File: src/rtl/dac_sched_pkg.sv
// Shared types, frame layout and helpers for the dual-channel DAC SPI scheduler.
package dac_sched_pkg;

  localparam int FRAME_W = 16;
  localparam int CNT_W   = 16;

  localparam int BIT_CH   = 15;
  localparam int BIT_BUF  = 14;
  localparam int BIT_GA   = 13;
  localparam int BIT_SHDN = 12;

  localparam logic CH_A = 1'b0;
  localparam logic CH_B = 1'b1;

  typedef enum logic [1:0] {
    S_IDLE,
    S_FRAME,
    S_GAP,
    S_LDAC
  } sched_state_t;

  typedef enum logic [1:0] {
    TX_IDLE,
    TX_CS_SETUP,
    TX_SHIFT,
    TX_CS_HOLD
  } tx_state_t;

  // Assemble one DAC command frame; the DAC is never put in shutdown.
  function automatic logic [FRAME_W-1:0] build_frame(input logic ch,
                                                     input logic buf_en,
                                                     input logic ga_n,
                                                     input logic [11:0] word);
    logic [FRAME_W-1:0] f;
    f           = '0;
    f[BIT_CH]   = ch;
    f[BIT_BUF]  = buf_en;
    f[BIT_GA]   = ga_n;
    f[BIT_SHDN] = 1'b1;
    f[11:0]     = word;
    return f;
  endfunction

endpackage

File: src/rtl/dac_spi_scheduler_tx.sv
// Shifts one 16-bit frame out in SPI mode 0: CS setup, 16 SCLK periods, CS hold.
module spi_frame_tx
  import dac_sched_pkg::*;
#(
  parameter int SCLK_DIV = 2
) (
  input  logic               clk,
  input  logic               rst_n,
  input  logic               start,
  input  logic [FRAME_W-1:0] frame,
  output logic               done,
  output logic               cs_n,
  output logic               sclk,
  output logic               mosi
);

  localparam logic [CNT_W-1:0] DIV_LAST = CNT_W'(SCLK_DIV - 1);

  tx_state_t          state, state_nxt;
  logic [CNT_W-1:0]   cnt, cnt_nxt;
  logic [3:0]         bit_cnt, bit_nxt;
  logic [FRAME_W-1:0] shreg, sh_nxt;
  logic               cs_nxt, sclk_nxt, mosi_nxt;
  logic               div_end;

  // State and registered SPI pins; reset leaves the bus idle.
  always_ff @(posedge clk or negedge rst_n) begin
    if (!rst_n) begin
      state   <= TX_IDLE;
      cnt     <= '0;
      bit_cnt <= '0;
      shreg   <= '0;
      cs_n    <= 1'b1;
      sclk    <= 1'b0;
      mosi    <= 1'b0;
    end else begin
      state   <= state_nxt;
      cnt     <= cnt_nxt;
      bit_cnt <= bit_nxt;
      shreg   <= sh_nxt;
      cs_n    <= cs_nxt;
      sclk    <= sclk_nxt;
      mosi    <= mosi_nxt;
    end
  end

  // Next-state logic; mosi only moves on the edge where sclk falls, so it is stable at every rising edge.
  always_comb begin
    state_nxt = state;
    cnt_nxt   = cnt;
    bit_nxt   = bit_cnt;
    sh_nxt    = shreg;
    cs_nxt    = cs_n;
    sclk_nxt  = sclk;
    mosi_nxt  = mosi;
    done      = 1'b0;
    div_end   = (cnt == DIV_LAST);
    case (state)
      TX_IDLE: begin
        if (start) begin
          state_nxt = TX_CS_SETUP;
          cs_nxt    = 1'b0;
          sh_nxt    = frame;
          mosi_nxt  = frame[FRAME_W-1];
          cnt_nxt   = '0;
          bit_nxt   = '0;
        end
      end
      TX_CS_SETUP: begin
        if (div_end) begin
          state_nxt = TX_SHIFT;
          cnt_nxt   = '0;
        end else begin
          cnt_nxt = cnt + CNT_W'(1);
        end
      end
      TX_SHIFT: begin
        if (!div_end) begin
          cnt_nxt = cnt + CNT_W'(1);
        end else begin
          cnt_nxt = '0;
          if (!sclk) begin
            sclk_nxt = 1'b1;
          end else begin
            sclk_nxt = 1'b0;
            if (bit_cnt == 4'd15) begin
              state_nxt = TX_CS_HOLD;
            end else begin
              bit_nxt  = bit_cnt + 4'd1;
              sh_nxt   = {shreg[FRAME_W-2:0], 1'b0};
              mosi_nxt = shreg[FRAME_W-2];
            end
          end
        end
      end
      TX_CS_HOLD: begin
        if (div_end) begin
          state_nxt = TX_IDLE;
          cs_nxt    = 1'b1;
          mosi_nxt  = 1'b0;
          cnt_nxt   = '0;
          done      = 1'b1;
        end else begin
          cnt_nxt = cnt + CNT_W'(1);
        end
      end
      default: state_nxt = TX_IDLE;
    endcase
  end

endmodule

File: src/rtl/dac_spi_scheduler.sv
// Per sampling tick: writes channel A then B to the DAC, separated by a CS gap, then strobes LDAC_n.
module dac_spi_scheduler
  import dac_sched_pkg::*;
#(
  parameter int   SCLK_DIV = 2,
  parameter int   CS_GAP   = 4,
  parameter int   LDAC_W   = 2,
  parameter logic CFG_BUF  = 1'b0,
  parameter logic CFG_GA_N = 1'b1
) (
  input  logic        clk,
  input  logic        rst_n,
  input  logic        sample_tick,
  input  logic        enable_a,
  input  logic        enable_b,
  input  logic [11:0] dac_a_word,
  input  logic [11:0] dac_b_word,
  input  logic        overrun_clr,
  output logic        spi_cs_n,
  output logic        spi_sclk,
  output logic        spi_mosi,
  output logic        dac_ldac_n,
  output logic        busy,
  output logic        overrun
);

  localparam logic [CNT_W-1:0] GAP_LAST  = CNT_W'(CS_GAP - 1);
  localparam logic [CNT_W-1:0] LDAC_LAST = CNT_W'(LDAC_W - 1);

  sched_state_t       state, state_nxt;
  logic [CNT_W-1:0]   cnt, cnt_nxt;
  logic [11:0]        shadow_b, shadow_b_nxt;
  logic               pend_b, pend_b_nxt;
  logic               busy_nxt, overrun_nxt, ldac_nxt;
  logic               tx_start, tx_done;
  logic [FRAME_W-1:0] tx_frame;

  // Channel A is loaded into the shifter straight from the inputs at acceptance; B waits in its shadow register.
  spi_frame_tx #(
    .SCLK_DIV (SCLK_DIV)
  ) u_tx (
    .clk   (clk),
    .rst_n (rst_n),
    .start (tx_start),
    .frame (tx_frame),
    .done  (tx_done),
    .cs_n  (spi_cs_n),
    .sclk  (spi_sclk),
    .mosi  (spi_mosi)
  );

  // Scheduler state and registered status outputs.
  always_ff @(posedge clk or negedge rst_n) begin
    if (!rst_n) begin
      state      <= S_IDLE;
      cnt        <= '0;
      shadow_b   <= '0;
      pend_b     <= 1'b0;
      busy       <= 1'b0;
      overrun    <= 1'b0;
      dac_ldac_n <= 1'b1;
    end else begin
      state      <= state_nxt;
      cnt        <= cnt_nxt;
      shadow_b   <= shadow_b_nxt;
      pend_b     <= pend_b_nxt;
      busy       <= busy_nxt;
      overrun    <= overrun_nxt;
      dac_ldac_n <= ldac_nxt;
    end
  end

  // Channel ordering, inter-frame gap, LDAC strobe and sticky overrun (a new overrun beats a clear).
  always_comb begin
    state_nxt    = state;
    cnt_nxt      = cnt;
    shadow_b_nxt = shadow_b;
    pend_b_nxt   = pend_b;
    busy_nxt     = busy;
    ldac_nxt     = dac_ldac_n;
    tx_start     = 1'b0;
    tx_frame     = build_frame(CH_B, CFG_BUF, CFG_GA_N, shadow_b);
    overrun_nxt  = overrun;
    if (overrun_clr) overrun_nxt = 1'b0;
    if (busy && sample_tick) overrun_nxt = 1'b1;
    case (state)
      S_IDLE: begin
        if (sample_tick && (enable_a || enable_b)) begin
          state_nxt    = S_FRAME;
          busy_nxt     = 1'b1;
          shadow_b_nxt = dac_b_word;
          pend_b_nxt   = enable_a && enable_b;
          tx_start     = 1'b1;
          tx_frame     = enable_a ? build_frame(CH_A, CFG_BUF, CFG_GA_N, dac_a_word)
                                  : build_frame(CH_B, CFG_BUF, CFG_GA_N, dac_b_word);
        end
      end
      S_FRAME: begin
        if (tx_done) begin
          state_nxt = S_GAP;
          cnt_nxt   = '0;
        end
      end
      S_GAP: begin
        if (cnt == GAP_LAST) begin
          cnt_nxt = '0;
          if (pend_b) begin
            pend_b_nxt = 1'b0;
            tx_start   = 1'b1;
            state_nxt  = S_FRAME;
          end else begin
            ldac_nxt  = 1'b0;
            state_nxt = S_LDAC;
          end
        end else begin
          cnt_nxt = cnt + CNT_W'(1);
        end
      end
      S_LDAC: begin
        if (cnt == LDAC_LAST) begin
          cnt_nxt   = '0;
          ldac_nxt  = 1'b1;
          busy_nxt  = 1'b0;
          state_nxt = S_IDLE;
        end else begin
          cnt_nxt = cnt + CNT_W'(1);
        end
      end
      default: state_nxt = S_IDLE;
    endcase
  end

endmodule
File: config.mk
export PLATFORM = sky130hd
export DESIGN_NAME = dac_spi_scheduler
export DESIGN_NICKNAME = d
export VERILOG_FILES = /design/src/rtl/dac_sched_pkg.sv /design/src/rtl/dac_spi_scheduler_tx.sv /design/src/rtl/dac_spi_scheduler.sv
export SDC_FILE = /design/constraint.sdc
export NUM_CORES = 1
export LEC_CHECK = 0
export ABC_CLOCK_PERIOD_IN_PS = 4420
export BUFFER_PORTS_ARGS = -buffer_cell sky130_fd_sc_hd__buf_2
export CORE_UTILIZATION = 45
export CTS_BUF_LIST = sky130_fd_sc_hd__clkbuf_4
export DETAILED_ROUTE_END_ITERATION = 8
export RECOVER_POWER = 25
export SYNTH_ARGS = -nofsm -noshare
export SYNTH_HDL_FRONTEND = slang
export SYNTH_SLANG_ARGS = --single-unit
File: constraint.sdc
create_clock -name clk -period 4.42 [get_ports clk]
set_input_delay 0.663 -clock clk [delete_from_list [all_inputs] [get_ports clk]]
set_output_delay 0.663 -clock clk [all_outputs]
set_load 0.02 [all_outputs]
Yosys cells after proc, flatten, opt, wreduce, memory -nomap -nowiden
Index checks and enable logic that the tools add are counted.

operators by class
  add/subtract/negate cells = 3
  equal/unequal tests = 22
  multiplexer cells = 61
  reductions and logical operators = 26

operators with widths
  kind                                             number
  2-to-1 mux 16 bit                                8
  2-to-1 mux 15 bit                                4
  case mux 16 bit (3 select lines)                 1
  adder 16 x 1 -> 16 bit (second input constant)   2
  == test 16 x 1 -> 1 bit (second input constant)  2
  case mux 16 bit (2 select lines)                 1
  case mux 15 bit (2 select lines)                 1
  2-to-1 mux 1 bit                                 22
  2-to-1 mux 2 bit                                 11
  == test 16 x 2 -> 1 bit (second input constant)  1
  2-to-1 mux 4 bit                                 4
  case mux 2 bit (4 select lines)                  2
  != test 2 bit (second input constant)            7
  AND reduction 6 bit                              2
  nonzero test 2 bit                               6
  != test 2 x 1 -> 1 bit (second input constant)   5
  case mux 1 bit (2 select lines)                  5
  AND reduction 3 bit                              3
  == test 2 bit (second input constant)            4
  case mux 4 bit (2 select lines)                  1
  AND reduction 4 bit                              2
  AND reduction 2 bit                              3
  nonzero test 3 bit                               2
  AND reduction 5 bit                              1
  other kinds (8)                                  12

word-level totals
  register bits after elaboration = 74
  input bits = 30

Longest topological paths before layout
  depth after elaboration = 6
  depth in mapped cells = 9
  gate-level depth less buffers = 7

By module
From an unflattened synthesis, not the netlist that was laid out.

second synthesis, totals
  cells, all modules = 433
  area, all modules = 4,269.1 µm²

modules (own cells, without submodules)
  module             times used  cells an instance  area each (µm²)  sequential area each (µm²)
  spi_frame_tx       1           214                2,322.2          1,002.2
  dac_spi_scheduler  1           219                1,946.9          852.1

Worst setup path before layout
OpenSTA, ideal clock, no wires.

  path kind = register to register
  start point = register cnt[0]
  end point = register u_tx.shreg[10]
  data arrival time = 2.223 ns
  data required time = 4.295 ns
  path slack = 2.072 ns
  cell stages (with the launch flop) = 8
  buffers on the path = 1
  clock period less this slack = 2.348 ns
  cell sequence = dfrtp_1 ha_1 nand3b_1 or3b_4 o211a_4 a211oi_4 buf_8 mux2_4

on the way
  cells in the longest elaborated chain, start to end = 5

ends and longest elaborated chain
  element                               line                        RTL
  from (decl)                           dac_spi_scheduler.sv:31     logic [CNT_W-1:0] cnt, cnt_nxt;
  from (signal assigned)                dac_spi_scheduler.sv:64     cnt <= cnt_nxt;
  == test 16 x 2 -> 1 bit               dac_spi_scheduler.sv:105    if (cnt == GAP_LAST) begin
  2-to-1 mux 1 bit                      dac_spi_scheduler.sv:105
  case mux 1 bit (2 select lines)       dac_spi_scheduler.sv:86     case (state)
  != test 2 bit (no source line)        --
  AND reduction 5 bit (no source line)  --
  to (signal assigned)                  dac_spi_scheduler_tx.sv:40  shreg <= sh_nxt;
  to (decl)                             dac_spi_scheduler_tx.sv:22  logic [FRAME_W-1:0] shreg, sh_nxt;

No other way between the ends.
A chain may end at the register's enable or synchronous reset.

Final worst setup path
  start point = register u_tx.cnt[8]
  end point = register u_tx.shreg[1]

on the way
  cells in the longest elaborated chain, start to end = 3

ends and longest elaborated chain
  element                                  line                        RTL
  from (decl)                              dac_spi_scheduler_tx.sv:20  logic [CNT_W-1:0] cnt, cnt_nxt;
  from (signal assigned)                   dac_spi_scheduler_tx.sv:38  cnt <= cnt_nxt;
  == test 16 x 1 -> 1 bit                  dac_spi_scheduler_tx.sv:57  div_end = (cnt == DIV_LAST);
  != test 2 x 1 -> 1 bit (no source line)  --
  AND reduction 5 bit (no source line)     --

No other way between the ends.

==> impl_metrics.tcl <==
set metrics [dict create \
    p_clk_frac 0.386 \
    min_path_type "primary input to register" \
    overflow 0 \
    synth_compound_gate_area_share 0.207 \
    switching_share 0.231 \
    relSlewSlack -0.236 \
    rows 34 \
    ios 36 \
    cp_max_fo 16 \
    io_buffers 35 \
    power.switching_mw 0.323 \
    clk_pin_slew_ps 130 \
    synth.avg_cell_area_sq_um 8.94 \
    dieArea_sq_um 9760 \
    clockBufferDepth 2 \
    rsz0062_at_grt "false" \
    cts_resized 0 \
    endpoint_kind "register" \
    dieWidth_um 98.8 \
    clock_latency_ps 430 \
    netlist_instances 472 \
    finalHoldViolCount 0 \
    dp_hpwl_mm 5.96 \
    placedCellCount 592 \
    stdcell_count 608 \
    use_met3 0.0426 \
    cts.hold.buffers_added 0 \
    met2_usage 0.295 \
    p_leak_nw 1.97 \
    violations "max-capacitance violations, max-slew violations" \
    power.density_nw_per_um2 303 \
    ys_seq_elements 74 \
    synth_xor_area_frac 0.00831 \
    synth.distinct_cells 58 \
    synth_area_sq_um 4220 \
    cts_setup_buffers 0 \
    fin_worst_skew_ps 18.9 \
    muxShareOfSynthArea 0.0460 \
    htree_levels 3 \
    antenna_found_initial 0 \
    setup_viol 0 \
    synth.yosys.seq_area_share 0.440 \
    grt_pass1_vias 3201 \
    fin_crit_ps 2930 \
    final_common_cell "dfrtp_1" \
    hold_ws_ps 396 \
    maxClockFrequency_mhz 341 \
    cp.arrival_ps 3250 \
    synth-async-reset-ratio 1.00 \
    cts-root-buf "clkbuf_4" \
    cts_tree "yes" \
    synthSimpleGateAreaFrac 0.214 \
    syn-num-nets 512 \
    path_class "register to register" \
    worst_slew_pin_slew_ps 1850 \
    post-route-util 0.519 \
    vias_per_cell 5.76 \
    drt-total-wl_mm 8.96 \
    core_sq_um 8890 \
    final_cell_mix "dfrtp_1, nand2_1, o21ai_0" \
    place.gp.congestion 0.752 \
    cap_violations 1 \
    firstDrtPassIters 4 \
    tns_ps 0 \
    final_layout_size_suffix_gt1_frac 0.160 \
    ant_nets 0 \
    synth_edf_count 0 \
    routedWlPerCell_um 14.7 \
    required_ps 4730 \
    synth_top_family_by_area "simple AND/OR/NAND/NOR gates" \
    worst_setup_path_start_kind "register" \
    grt_usage 0.202 \
    grt_max_degree 75 \
    p_int_mw 1.07 \
    cts_buffers 9 \
    insertedDiodeCount 0 \
    pwr-share-comb 0.083 \
    route.detailed.drc 0 \
    clkSinkCount 74 \
    peakVddDrop_mv 0.173 \
    nets 535 \
    start_util 0.474 \
    drt_first_iter_violations 239 \
    drv_slew 75 \
    place_worst_setup_slack_ps 1420 \
    worst_slack_ps 1490 \
    run_status "finished with violations" \
    area.growth.synth_to_final_pct 9.40 \
    synth_flop_cell "dfrtp_1" \
    ys_warn_count 0 \
    die_h_um 98.8 \
    finalCritPeriodShare 0.664 \
    grt_pass1_wl_mm 15.7 \
    synthAdderAreaFrac 0.0297 \
    grt_use_met1 0.299 \
    seqPwrFrac 0.531 \
    via_count 3503 \
    busiest_layer "met1" \
]
[registers in the layout, indices dropped and copies added, names as in the netlist]
register / cells
busy: 1
cnt: 16
dac_ldac_n: 1
overrun: 1
pend_b: 1
shadow_b: 12
state: 2
u_tx.bit_cnt: 4
u_tx.cnt: 16
u_tx.cs_n: 1
u_tx.mosi: 1
u_tx.sclk: 1
u_tx.shreg: 15
u_tx.state: 2
[through the flow]
step | instance area [sq um] | total power, mW
final | 4610 | 1.40
after CTS | 4620 | 1.42
after global placement | 4430 | 0.871
after detailed placement | 4430 | 0.874
after floorplan | 4220 | 0.825
after global routing | 4610 | 1.47
[worst paths after layout]
| check | from | endpoint | slack, ps | cells past startpoint |
|---|---|---|---|---|
| max in group asynchronous | rst_n | u_tx.shreg[11] | 2610 | 1 |
| min | overrun_clr | overrun | 400 | 2 |
| max | u_tx.cnt[8] | u_tx.shreg[1] | 1490 | 5 |
| min in group asynchronous | rst_n | u_tx.cnt[11] | 730 | 1 |
| max reg2reg | u_tx.cnt[8] | u_tx.shreg[1] | 1490 | 5 |
| min reg2reg | shadow_b[10] | shadow_b[10] | 480 | 2 |
[synth_stat cells, types with 2 or more instances]
library cell	count	area share
nor3_1	10	0.012
o21ai_0	45	0.053
nor4_1	4	0.0059
mux2i_1	4	0.0095
nor2b_1	11	0.016
a22o_1	2	0.0042
nor3b_1	2	0.0036
o41ai_1	2	0.0042
a31oi_1	9	0.013
buf_6	2	0.0053
nand3_1	18	0.021
inv_1	26	0.023
a21oi_1	22	0.026
a211oi_1	12	0.021
a31o_2	2	0.0042
nor4_2	2	0.0059
ha_1	10	0.030
or3_1	13	0.019
buf_1	3	0.0027
and3_1	3	0.0045
o211ai_1	2	0.0036
nand2_1	66	0.059
or4_1	2	0.0036
mux2_2	7	0.019
mux2_4	5	0.018
a21o_1	2	0.0036
o31ai_1	13	0.023
nor2_1	32	0.028
o22ai_1	7	0.010
o22a_1	3	0.0062
and4_1	3	0.0062
xnor2_1	3	0.0062
a32oi_1	2	0.0042
clkbuf_1	18	0.016
dfstp_2	2	0.012
dfrtp_1	72	0.43
buf_2	2	0.0024
nand4_1	9	0.013
[power by group through the flow]
stage | combinational (mW) | sequential (mW) | clock (mW)
after global placement | 0.117 | 0.754 | 0
after global routing | 0.138 | 0.749 | 0.587
after floorplan | 0.0732 | 0.752 | 0
after detailed placement | 0.120 | 0.754 | 0
final | 0.116 | 0.742 | 0.540
after CTS | 0.119 | 0.742 | 0.557
[worst max-delay path, stage by stage (launching register included)]
cell      delay [ps]
dfrtp_1          490
nor4_2           410
and4_1           530
nand3_4          160
a211oi_4         800
mux2_2           410
[area by class of cell]
type / count / area, sq um
timing repair buffer: 39 / 205
tap: 108 / 135
multi-input combinational: 345 / 2140
fill: 804 / 4280
clock inverter: 5 / 103
sequential: 74 / 1850
clock buffer: 11 / 82.6
inverter: 26 / 97.6
[routing by layer]
metal / wire (um) / vias up / part of all wire
met1: 4670 / 1664 / 0.52
li1: - / 1756 / -
met4: 125 / 0 / 0.014
met5: 0 / - / 0
met3: 372 / 13 / 0.042
met2: 3790 / 70 / 0.42
[kinds of logic after synthesis]
logic type,after synthesis
xor gates and xnor gates,4
and+or+nand+nor,181
adders and majority gates,10
buffers and inverters,53
AOI/OAI and AO/OA,134
DFF,74
muxes,16
Power figures use the tool's default switching activity.
